[config.mk]
export PLATFORM = sky130hd
export DESIGN_NAME = traffic_generator
export DESIGN_NICKNAME = d
export VERILOG_FILES = /design/src/rtl/traffic_generator_pkg.sv /design/src/rtl/traffic_generator_lfsr.sv /design/src/rtl/traffic_generator.sv
export SDC_FILE = /design/constraint.sdc
export NUM_CORES = 1
export LEC_CHECK = 0
export BUFFER_PORTS_ARGS = -buffer_cell sky130_fd_sc_hd__buf_2
export CORE_ASPECT_RATIO = 1.4
export CORE_MARGIN = 4
export CORE_UTILIZATION = 50
export CTS_CLUSTER_SIZE = 12
export DETAILED_ROUTE_END_ITERATION = 16
export PLACE_DENSITY_LB_ADDON = 0.3
export SLEW_MARGIN = 20
export SYNTH_ARGS = -nofsm -noshare
export SYNTH_HDL_FRONTEND = slang
export SYNTH_SLANG_ARGS = --single-unit
[constraint.sdc]
create_clock -name clk -period 2.9 [get_ports clk]
set_clock_uncertainty 0.05 [all_clocks]
set_input_delay 0.145 -clock clk [delete_from_list [all_inputs] [get_ports clk]]
set_output_delay 0.145 -clock clk [all_outputs]
set_load 0.005 [all_outputs]
[src/rtl/traffic_generator_pkg.sv]
// Shared definitions for the traffic generator and the matching collector:
// header field layout, FSM state encoding and destination LFSR constants.
package traffic_generator_pkg;

    // Header layout inside a packet word; bits above TG_HDR_W are always zero
    localparam int TG_ID_W    = 6;
    localparam int TG_PID_W   = 10;
    localparam int TG_SRC_LSB = 0;
    localparam int TG_PID_LSB = TG_SRC_LSB + TG_ID_W;
    localparam int TG_DST_LSB = TG_PID_LSB + TG_PID_W;
    localparam int TG_HDR_W   = TG_DST_LSB + TG_ID_W;

    // Injection FSM encoding
    localparam logic [1:0] TG_ST_GAP     = 2'd0;
    localparam logic [1:0] TG_ST_REQ     = 2'd1;
    localparam logic [1:0] TG_ST_RELEASE = 2'd2;
    localparam logic [1:0] TG_ST_DONE    = 2'd3;

    // Destination LFSR: taps 16,14,13,11 in right-shifting Fibonacci form,
    // so the feedback is the parity of bits 0, 2, 3 and 5
    localparam logic [15:0] TG_LFSR_SEED = 16'hACE1;
    localparam logic [15:0] TG_LFSR_TAPS = 16'h002D;

    // Header as it sits in the low bits of PacketOut
    typedef struct packed {
        logic [TG_ID_W-1:0]  dest;
        logic [TG_PID_W-1:0] pid;
        logic [TG_ID_W-1:0]  src;
    } tg_header_t;

endpackage

[src/rtl/traffic_generator_lfsr.sv]
// tg_lfsr16: 16-bit Fibonacci LFSR that steps only when 'advance' is high.
// Used by traffic_generator to pick random destinations.
module tg_lfsr16
    import traffic_generator_pkg::*;
#(
    parameter logic [15:0] SEED = TG_LFSR_SEED,
    parameter logic [15:0] TAPS = TG_LFSR_TAPS
) (
    input  logic        clk,
    input  logic        reset,
    input  logic        advance,
    output logic [15:0] value
);

    logic [15:0] lfsr_q;
    logic [15:0] lfsr_d;
    logic        feedback;

    // Shift right by one with the tap parity entering at the top
    always_comb begin
        feedback = ^(lfsr_q & TAPS);
        lfsr_d   = advance ? {feedback, lfsr_q[15:1]} : lfsr_q;
    end

    // Register restarts from the seed on reset
    always_ff @(posedge clk or posedge reset) begin
        if (reset) begin
            lfsr_q <= SEED;
        end else begin
            lfsr_q <= lfsr_d;
        end
    end

    assign value = lfsr_q;

endmodule

[src/rtl/traffic_generator.sv]
// traffic_generator: injects header-only packets into a router local port
// using a request/grant handshake, with a programmable idle gap and budget.
// Optional feature macro: TG_RANDOM_DEST_EN (random destination from an LFSR;
// when undefined every packet goes to destID).
module traffic_generator
    import traffic_generator_pkg::*;
#(
    parameter logic [5:0] routerID   = 6'b000_000,
    parameter int         dataWidth  = 32,
    parameter int         dim        = 4,
    parameter logic [5:0] destID     = 6'b000_001,
    parameter int         injectGap  = 4,
    parameter int         numPackets = 100
) (
    input  logic                 clk,
    input  logic                 reset,
    input  logic                 enable,
    input  logic                 DnStrFull,
    input  logic                 GntDnStr,
    output logic [dataWidth-1:0] PacketOut,
    output logic                 ReqDnStr,
    output logic                 done,
    output logic [31:0]          SentCount
);

    localparam int GAP_W = (injectGap > 1) ? $clog2(injectGap + 1) : 1;

    // A mesh whose coordinates need more than the 6-bit ID fields cannot be
    // addressed by this header; such a configuration elaborates to nothing extra
    if (2 * $clog2(dim) > TG_ID_W) begin : g_mesh_exceeds_id_field
    end

    logic [1:0]           state_q, state_d;
    logic [GAP_W-1:0]     gap_q, gap_d;
    logic [TG_PID_W-1:0]  pid_q, pid_d;
    logic [31:0]          sent_q, sent_d;
    logic [dataWidth-1:0] pkt_q, pkt_d;
    logic                 req_q, req_d;
    logic                 done_q, done_d;

    logic                 build;
    logic                 budget_left;
    logic [TG_ID_W-1:0]   next_dest;
    tg_header_t           hdr;

`ifdef TG_RANDOM_DEST_EN
    logic [15:0] lfsr_value;
    logic        unused_lfsr_hi;

    tg_lfsr16 #(
        .SEED (TG_LFSR_SEED ^ {10'b0, routerID}),
        .TAPS (TG_LFSR_TAPS)
    ) u_lfsr (
        .clk     (clk),
        .reset   (reset),
        .advance (build),
        .value   (lfsr_value)
    );

    // Never address ourselves: a random pick equal to our own ID goes to destID
    assign next_dest      = (lfsr_value[5:0] == routerID) ? destID : lfsr_value[5:0];
    assign unused_lfsr_hi = ^lfsr_value[15:6];
`else
    assign next_dest = destID;
`endif

    assign budget_left = (numPackets == 0) || (sent_q != 32'(numPackets));

    // Next packet word, assembled from the current ID and chosen destination
    always_comb begin
        hdr      = '0;
        hdr.dest = next_dest;
        hdr.pid  = pid_q;
        hdr.src  = routerID;
    end

    // Injection FSM: gap countdown, request until granted, wait for grant release
    always_comb begin
        state_d = state_q;
        gap_d   = gap_q;
        pid_d   = pid_q;
        sent_d  = sent_q;
        pkt_d   = pkt_q;
        req_d   = req_q;
        done_d  = done_q;
        build   = 1'b0;

        case (state_q)
            TG_ST_GAP: begin
                if (gap_q != '0) begin
                    gap_d = gap_q - 1'b1;
                end else if (enable && !DnStrFull && budget_left) begin
                    build   = 1'b1;
                    pkt_d   = dataWidth'(hdr);
                    req_d   = 1'b1;
                    state_d = TG_ST_REQ;
                end
            end
            TG_ST_REQ: begin
                if (GntDnStr) begin
                    req_d   = 1'b0;
                    pid_d   = pid_q + 1'b1;
                    sent_d  = sent_q + 32'd1;
                    state_d = TG_ST_RELEASE;
                end
            end
            TG_ST_RELEASE: begin
                if (!GntDnStr) begin
                    if ((numPackets != 0) && (sent_q == 32'(numPackets))) begin
                        done_d  = 1'b1;
                        state_d = TG_ST_DONE;
                    end else begin
                        gap_d   = GAP_W'(injectGap);
                        state_d = TG_ST_GAP;
                    end
                end
            end
            TG_ST_DONE: begin
                req_d  = 1'b0;
                done_d = 1'b1;
            end
            default: begin
                state_d = TG_ST_GAP;
                req_d   = 1'b0;
            end
        endcase
    end

    // State registers; reset drops an outstanding request without counting it
    always_ff @(posedge clk or posedge reset) begin
        if (reset) begin
            state_q <= TG_ST_GAP;
            gap_q   <= GAP_W'(injectGap);
            pid_q   <= '0;
            sent_q  <= '0;
            pkt_q   <= '0;
            req_q   <= 1'b0;
            done_q  <= 1'b0;
        end else begin
            state_q <= state_d;
            gap_q   <= gap_d;
            pid_q   <= pid_d;
            sent_q  <= sent_d;
            pkt_q   <= pkt_d;
            req_q   <= req_d;
            done_q  <= done_d;
        end
    end

    assign PacketOut = pkt_q;
    assign ReqDnStr  = req_q;
    assign done      = done_q;
    assign SentCount = sent_q;

endmodule

==> metrics.md, run 1 <==
| Metric | Value |
|---|---|
| # fillers | 478 |
| CTS tree | yes |
| Multiplexer share of the synthesized area | 0.0527 |
| Switch Pwr | 0.781 mW |
| Synth top area share | 0.498 |
| DRC | 0 |
| RSZ-0062 raised after global routing | false |
| Post-synth top area cell | dfrtp_1 |
| Fmax | 0.404 GHz |
| Gp weighted congestion | 0.773 |
| Most frequent cells in the layout | dfrtp_1 (59), buf_2 (49), xnor2_1 (27), nand2_1 (23), conb_1 (21) |
| Share of cells above drive strength 1 | 0.283 |
| CTS H-tree lvls | 3 |
| Min-delay worst type | primary input to register |
| Post-cts sizing count | 0 |
| First-pass GRT wire length | 9.57 mm |
| Synth Area in Adders | 0.0380 |
| Initial antenna violation count | 0 |
| Worst setup EP type | register |
| Slew @ Worst Pin | 0.514 ns |
| Antenna Nets Post-Route | 0 |
| WL met1 | 2.46 mm |
| DP Area | 3190 µm² |
| Clock root buffer | clkbuf_8 |
| Multi-input logic area | 1320 µm² |
| Compound-Gate Fraction of Synth Area | 0.0346 |
| Logic gate share of total power | 0.247 |
| Starting Density | 0.525 |
| Post-synth top flop | dfrtp_1 |
| Num rows | 32 |
| Worst Setup Start Kind | register |
| Worst r2r src | SentCount[0]$_DFFE_PP0P_ |
| Port Buffer Count | 49 |
| Max Used Layer | met4 |
| Crit Path Class | register to register |
| VDD IR-drop max | 0.522 mV |
| Die X | 73.1 µm |
| Met2 wire length | 2.74 mm |
| Final min period | 2.48 ns |
| Area Overhead vs Synth | 14.8% |
| Maximum root-to-sink buffer count | 2 |
| Yosys cell types | 45 |
| Fin area | 3400 µm² |
| LEAKAGE | 1.72 nW |
| Final nets | 338 |
| Worst skew pair latency | 0.33 ns |
| Ys async rst share | 1.00 |
| Met3 wire len | 327 µm |
| Crit path required time | 3.07 ns |
| Crit share post-route | 0.854 |
| Mapped Cells | 268 |
| CP Data Arrival Time | 2.64 ns |
| Drt first pass iters | 4 |
| Largest net degree at the start of global routing | 40 |
| Leading post-synthesis cells by cell area | dfrtp_1 (50%), xnor2_1 (8.0%), buf_4 (5.3%) |
| Critical path startpoint | SentCount[0]$_DFFE_PP0P_ |
| Total CTS buffers | 9 |
| Sequential share of power | 0.453 |
| Wire per inst | 14.2 µm |
| Fin. max-slew vios | 0 |
| Wirelength, routed | 5.62 mm |
| Final setup fails | 0 |
| Commonest non-fill, non-tap cell in the layout | dfrtp_1 |
| DR vias | 2067 |
| Flip-flop and latch area | 1500 µm² |
| Final hold vios | 0 |
| Post-Syn Area | 2970 µm² |
| Status | finished, final reports clean |
| Global-route usage over all layers | 0.171 |
| Number of global-route vias before repair | 2052 |
| Yosys warnings | 0 |
| Flops & latches, synth | 60 |
| Mean post-synth cell area | 11.1 µm² |
| Number of synthesized flops with an enable pin | 0 |
| Height of the die | 99.1 µm |
| Clock transition at path regs | 0.07 ns |
| Seq/Total Area, Yosys | 0.507 |
| Pwr/cell area | 731 nW/µm² |
| Detailed Place HPWL | 4.13 mm |
| N_diodes | 0 |
| Vias/cell | 5.21 |
| CP max FO | 11 |
| Initial detailed-routing violation count | 97 |
| MaxCap Viol Count | 0 |
| Switching part of the total | 0.314 |
| Simple-Gate Fraction of Synth Area | 0.173 |
| Clk pwr share | 0.301 |
| Start point of the worst hold path | GntDnStr |
| Core footprint | 5650 µm² |
| Pint | 1.71 mW |
| Slew margin rel. | 0.656 |
| Die area | 7250 µm² |
| Largest family of logic cells by synthesized area | simple AND/OR/NAND/NOR gates |
| Total congestion overflow | 0 |
| XOR/XNOR Fraction of Synth Area | 0.118 |
| Total Neg Setup Slack | 0 ns |
| Sink Count | 60 |
| Num ports | 71 |
==> power by group through the flow <==
stage | clock network, mW | registers (mW) | logic [mW]
2_1_floorplan | 0 | 1.12 | 0.459
3_3_place_gp | 0 | 1.14 | 0.592
3_5_place_dp | 0 | 1.14 | 0.613
4_1_cts | 0.761 | 1.13 | 0.621
5_1_grt | 0.802 | 1.15 | 0.700
6_report | 0.749 | 1.13 | 0.613
==> timing repair <==
| action | 4_1_cts | 5_1_grt |
|---|---|---|
| buffers inserted | 0 | 0 |
| hold buffers | 1 | 0 |
| endpoints found under the hold margin | 21 | 0 |
==> synthesized netlist by cell type, types with 3 or more instances <==
library cell	number
buf_4	21
o21ai_0	7
nor2_1	12
nor4_1	5
nor2_2	3
and4_1	4
xnor2_1	27
xor2_1	13
nand2_1	23
nand3_1	11
dfrtp_1	59
o31ai_1	3
inv_1	10
nand4_1	11
and3_1	3
ha_1	9
mux2_2	13
==> per-stage QoR <==
step / utilization / hold WS, ns / cells / setup WS, ns / total power, mW
6_report: 0.603 / 0.0484 / 397 / 0.425 / 2.49
5_1_grt: 0.603 / 0.0456 / 397 / 0.166 / 2.65
4_1_cts: 0.603 / 0.0335 / 397 / 0.385 / 2.51
3_5_place_dp: 0.566 / 0.129 / 380 / 0.410 / 1.75
3_3_place_gp: 0.566 / 0.126 / 380 / 0.377 / 1.73
2_1_floorplan: - / 0.190 / 288 / 0.611 / 1.58
==> kinds of logic after synthesis <==
logic type / after synthesis
AND/OR/NAND/NOR: 92
XOR/XNOR: 40
flip-flops: 60
AO/OA/AOI/OAI: 16
buffers and inverters: 36
adder cells (fa/ha/maj): 9
multiplexers: 14
other: 1
==> final cells by class <==
type                            count  area share
Clock inverter                      6      0.0187
Clock buffer                       10      0.0404
Sequential cell                    60       0.441
Tap cell                           68      0.0250
Timing Repair Buffer               51      0.0772
Inverter                           10      0.0110
Multi-Input combinational cell    192       0.386
==> sequential cells by signal, summed over array words and instances, names as in the netlist <==
name and count:
done 1, SentCount 32, gap_q 3, ReqDnStr 1, PacketOut 11, pid_q 10
state_q 2
==> worst max-delay path, cell delays in order, from the launching register on <==
cell	delay, ns
dfrtp_1	0.41
inv_1	0.10
ha_1	0.14
nor4b_1	0.27
nand4_1	0.21
or2_2	0.36
nand3_1	0.41
mux2_2	0.40
==> per-layer routing <==
layer,GRT usage,vias to the layer above
met1,0.226,1027
met2,0.263,53
met3,0.0516,6
met5,0,-
met4,0.0639,0
li1,-,981
==> path summary, 6_finish.rpt <==
check | endpoint | slack (ns) | cells past startpoint
max | PacketOut[12]$_DFFE_PP0P_ | 0.42 | 7
min | done$_DFFE_PP0P_ | 0.05 | 2
max reg2reg | PacketOut[12]$_DFFE_PP0P_ | 0.42 | 7
min reg2reg | PacketOut[16]$_DFFE_PP0P_ | 0.41 | 1
max in group asynchronous | gap_q[2]$_DFFE_PP1P_ | 1.63 | 4
min in group asynchronous | PacketOut[7]$_DFFE_PP0P_ | 0.31 | 3
(Power assumes the default switching activity.)
==> run 2, diff against run 1 <==
BUFFER_PORTS_ARGS = -buffer_cell sky130_fd_sc_hd__clkbuf_2   (was -buffer_cell sky130_fd_sc_hd__buf_2)
PLACE_DENSITY = 0.75   (was not set)
PLACE_DENSITY_LB_ADDON = not set   (was 0.3)
==> run 2 against run 1 <==
Net effect:
- count of clock-buffer cells in the layout increased by 5
- sequential share of layout area increased by 0.16 points
- clock power decreased by 8.1%
- critical path type unchanged
- critical endpoint is now PacketOut[6]$_DFFE_PP0P_
- highest routed layer unchanged
==> metrics.md, run 2 (synthesized netlist as in run 1, its figures left out) <==
| Metric | Value |
|---|---|
| DR vias | 2057 (-0.48%) |
| Fin. max-slew vios | 0 (unchanged) |
| Crit share post-route | 0.867 (+0.0133) |
| Die X | 73.1 µm (unchanged) |
| Logic gate share of total power | 0.253 (+0.006) |
| Commonest non-fill, non-tap cell in the layout | dfrtp_1 |
| Worst skew pair latency | 0.34 ns (about the same) |
| Max incr delay on CP | 0.42 ns (about the same) |
| Placed instance count | 381 (+0.26%) |
| Worst Setup Start Kind | register |
| Number of buffers and inverters on the critical path | 1 (unchanged) |
| Total Neg Setup Slack | 0 ns (unchanged) |
| MaxCap Viol Count | 0 (unchanged) |
| N_diodes | 0 (unchanged) |
| Vias/cell | 5.17 (-0.73%) |
| Sequential share of power | 0.463 (+0.010) |
| Global-route usage over all layers | 0.178 (+0.00728) |
| RSZ-0062 raised after global routing | false |
| Hold Buf Count CTS | 1 (unchanged) |
| Core footprint | 5650 µm² (unchanged) |
| Final nets | 339 (+0.30%) |
| CP Capture Point | PacketOut[6]$_DFFE_PP0P_ |
| # Post-CTS Setup Buffers | 0 (unchanged) |
| Slew margin rel. | 0.530 (-0.126) |
| Max Used Layer | met4 |
| Wirelength, routed | 5.77 mm (+2.6%) |
| Number of global-route vias before repair | 2098 (+2.2%) |
| Post-cts sizing count | 0 (unchanged) |
| Slew @ Worst Pin | 0.704 ns (+0.189 ns) |
| Switch Pwr | 0.757 mW (-3.0%) |
| Slowest-stage cell, CP | nand3_1 |
| Port Buffer Count | 49 (unchanged) |
| DRC | 0 (unchanged) |
| Total CTS buffers | 9 (unchanged) |
| CTS H-tree lvls | 3 (unchanged) |
| Clock root buffer | clkbuf_8 |
| Height of the die | 99.1 µm (unchanged) |
| CP max FO | 11 (unchanged) |
| Met2 wire length | 2.81 mm (+2.6%) |
| WL met1 | 2.42 mm (-1.6%) |
| Status | finished, final reports clean |
| Most frequent cells in the layout | dfrtp_1 (59), clkbuf_2 (49), xnor2_1 (27), nand2_1 (23), conb_1 (21) |
| Hold depth | 2 (unchanged) |
| Worst path depth | 7 (unchanged) |
| Final min period | 2.51 ns (+0.0385 ns) |
| Final setup fails | 0 (unchanged) |
| Die area | 7250 µm² (unchanged) |
| Switching part of the total | 0.312 (-0.00189) |
| CP delay by family, top | simple AND/OR/NAND/NOR gates |
| Maximum root-to-sink buffer count | 2 (unchanged) |
| Drt first pass iters | 4 (unchanged) |
| Min-delay worst type | primary input to register |
| Pint | 1.67 mW (-2.2%) |
| Num rows | 32 (unchanged) |
| CTS tree | yes |
| # fillers | 483 (+1.0%) |
| Initial detailed-routing violation count | 107 (+10%) |
| Crit path required time | 3.07 ns (about the same) |
| Detailed Place HPWL | 4.32 mm (+4.5%) |
| Clk pwr share | 0.283 (-0.018) |
| Fmax | 0.398 GHz (-1.5%) |
| Largest net degree at the start of global routing | 36 (-10%) |
| Final hold vios | 0 (unchanged) |
| CP Data Arrival Time | 2.69 ns (+0.05 ns) |
| Worst R2R Path Depth | 7 (unchanged) |
| Number of flip-flops under the largest register name | 32 (unchanged) |
| Starting Density | 0.525 (unchanged) |
| Wire per inst | 14.5 µm (+2.3%) |
| Crit Path Class | register to register |
| Pwr/cell area | 716 nW/µm² (-2.1%) |
| First-pass GRT wire length | 9.90 mm (+3.5%) |
| Reg-to-Reg End | PacketOut[6]$_DFFE_PP0P_ |
| Met3 wire len | 380 µm (+16%) |
| Clock transition at path regs | 0.06 ns (about the same) |
| Register-to-register setup slack | 0.39 ns (-0.04 ns) |
| Worst r2r src | SentCount[0]$_DFFE_PP0P_ |
| Total power draw | 2.43 mW (-2.4%) |
| Antenna Nets Post-Route | 0 (unchanged) |
| Sink Count | 60 (unchanged) |
| LEAKAGE | 1.70 nW (-1.6%) |
| Num ports | 71 (unchanged) |
| Share of cells above drive strength 1 | 0.276 (-0.00692) |
| VDD IR-drop max | 0.588 mV (+13%) |
| Worst setup EP type | register |
| Post-Layout Cell Count | 398 (+0.25%) |
| Critical path startpoint | SentCount[0]$_DFFE_PP0P_ |
| Crit-path cells | inv_1 -> ha_1 -> nor4b_1 -> nand4_1 -> or2_2 -> nand3_1 -> mux2_2 |
| Gp weighted congestion | 0.824 (+6.7%) |
| Total congestion overflow | 0 (unchanged) |
| Initial antenna violation count | 0 (unchanged) |
| Area Overhead vs Synth | 14.3% |
-- run 2: cell types whose count changed in the layout (fill, tap and decap cells not counted), moves of 2 or more --
cell        delta
buf_2         -49
clkbuf_1       +3
clkbuf_2      +49
clkbuf_8       +2
clkinvlp_4     -2
-- run 2: cell type report --
cell class	instances	area (µm²)	share of cell area
Timing Repair Buffer	52	270	0.0797
Clock inverter	1	5.00	0.00148
Clock buffer	15	176	0.0520
Sequential cell	60	1500	0.443
Multi-Input combinational cell	192	1320	0.388
Tap cell	68	85.1	0.0251
Inverter	10	37.5	0.0111
-- run 2: power groups by stage --
| stage | clock network [mW] | logic [mW] | registers [mW] |
|---|---|---|---|
| floorplan | 0 | 0.459 | 1.12 |
| global placement | 0 | 0.594 | 1.14 |
| detailed placement | 0 | 0.618 | 1.14 |
| CTS | 0.699 | 0.623 | 1.13 |
| global route | 0.749 | 0.710 | 1.15 |
| finish | 0.688 | 0.614 | 1.12 |
-- run 2: through the flow --
step                      worst slack [ns]  area (µm²)  utilization  hold slack, ns
after global placement               0.432        3200        0.567           0.235
final                                0.386        3390        0.601          0.0531
after global routing                 0.132        3390        0.601          0.0480
after floorplan                      0.611        3040            -           0.190
after CTS                            0.362        3390        0.601          0.0436
after detailed placement             0.379        3200        0.567           0.239
-- run 2: worst reg2reg max path, cell delays in order (launching register included) --
cell and delay, ns:
dfrtp_1 0.41, inv_1 0.10, ha_1 0.14, nor4b_1 0.31, nand4_1 0.22, or2_2 0.36
nand3_1 0.42, mux2_2 0.40
-- run 2: worst min-delay path by stage --
stage,start,endpoint,slack [ns]
final,GntDnStr,done$_DFFE_PP0P_,0.05
after floorplan,GntDnStr,done$_DFFE_PP0P_,0.19
after global routing,GntDnStr,done$_DFFE_PP0P_,0.05
after global placement,reset,PacketOut[6]$_DFFE_PP0P_,0.23
after CTS,GntDnStr,done$_DFFE_PP0P_,0.04
after detailed placement,reset,PacketOut[6]$_DFFE_PP0P_,0.24
-- run 2: metal layers --
layer | vias to the layer above | track usage
met5 | - | 0
met4 | 0 | 0.0994
met3 | 15 | 0.0526
met2 | 61 | 0.268
met1 | 996 | 0.226
li1 | 985 | -
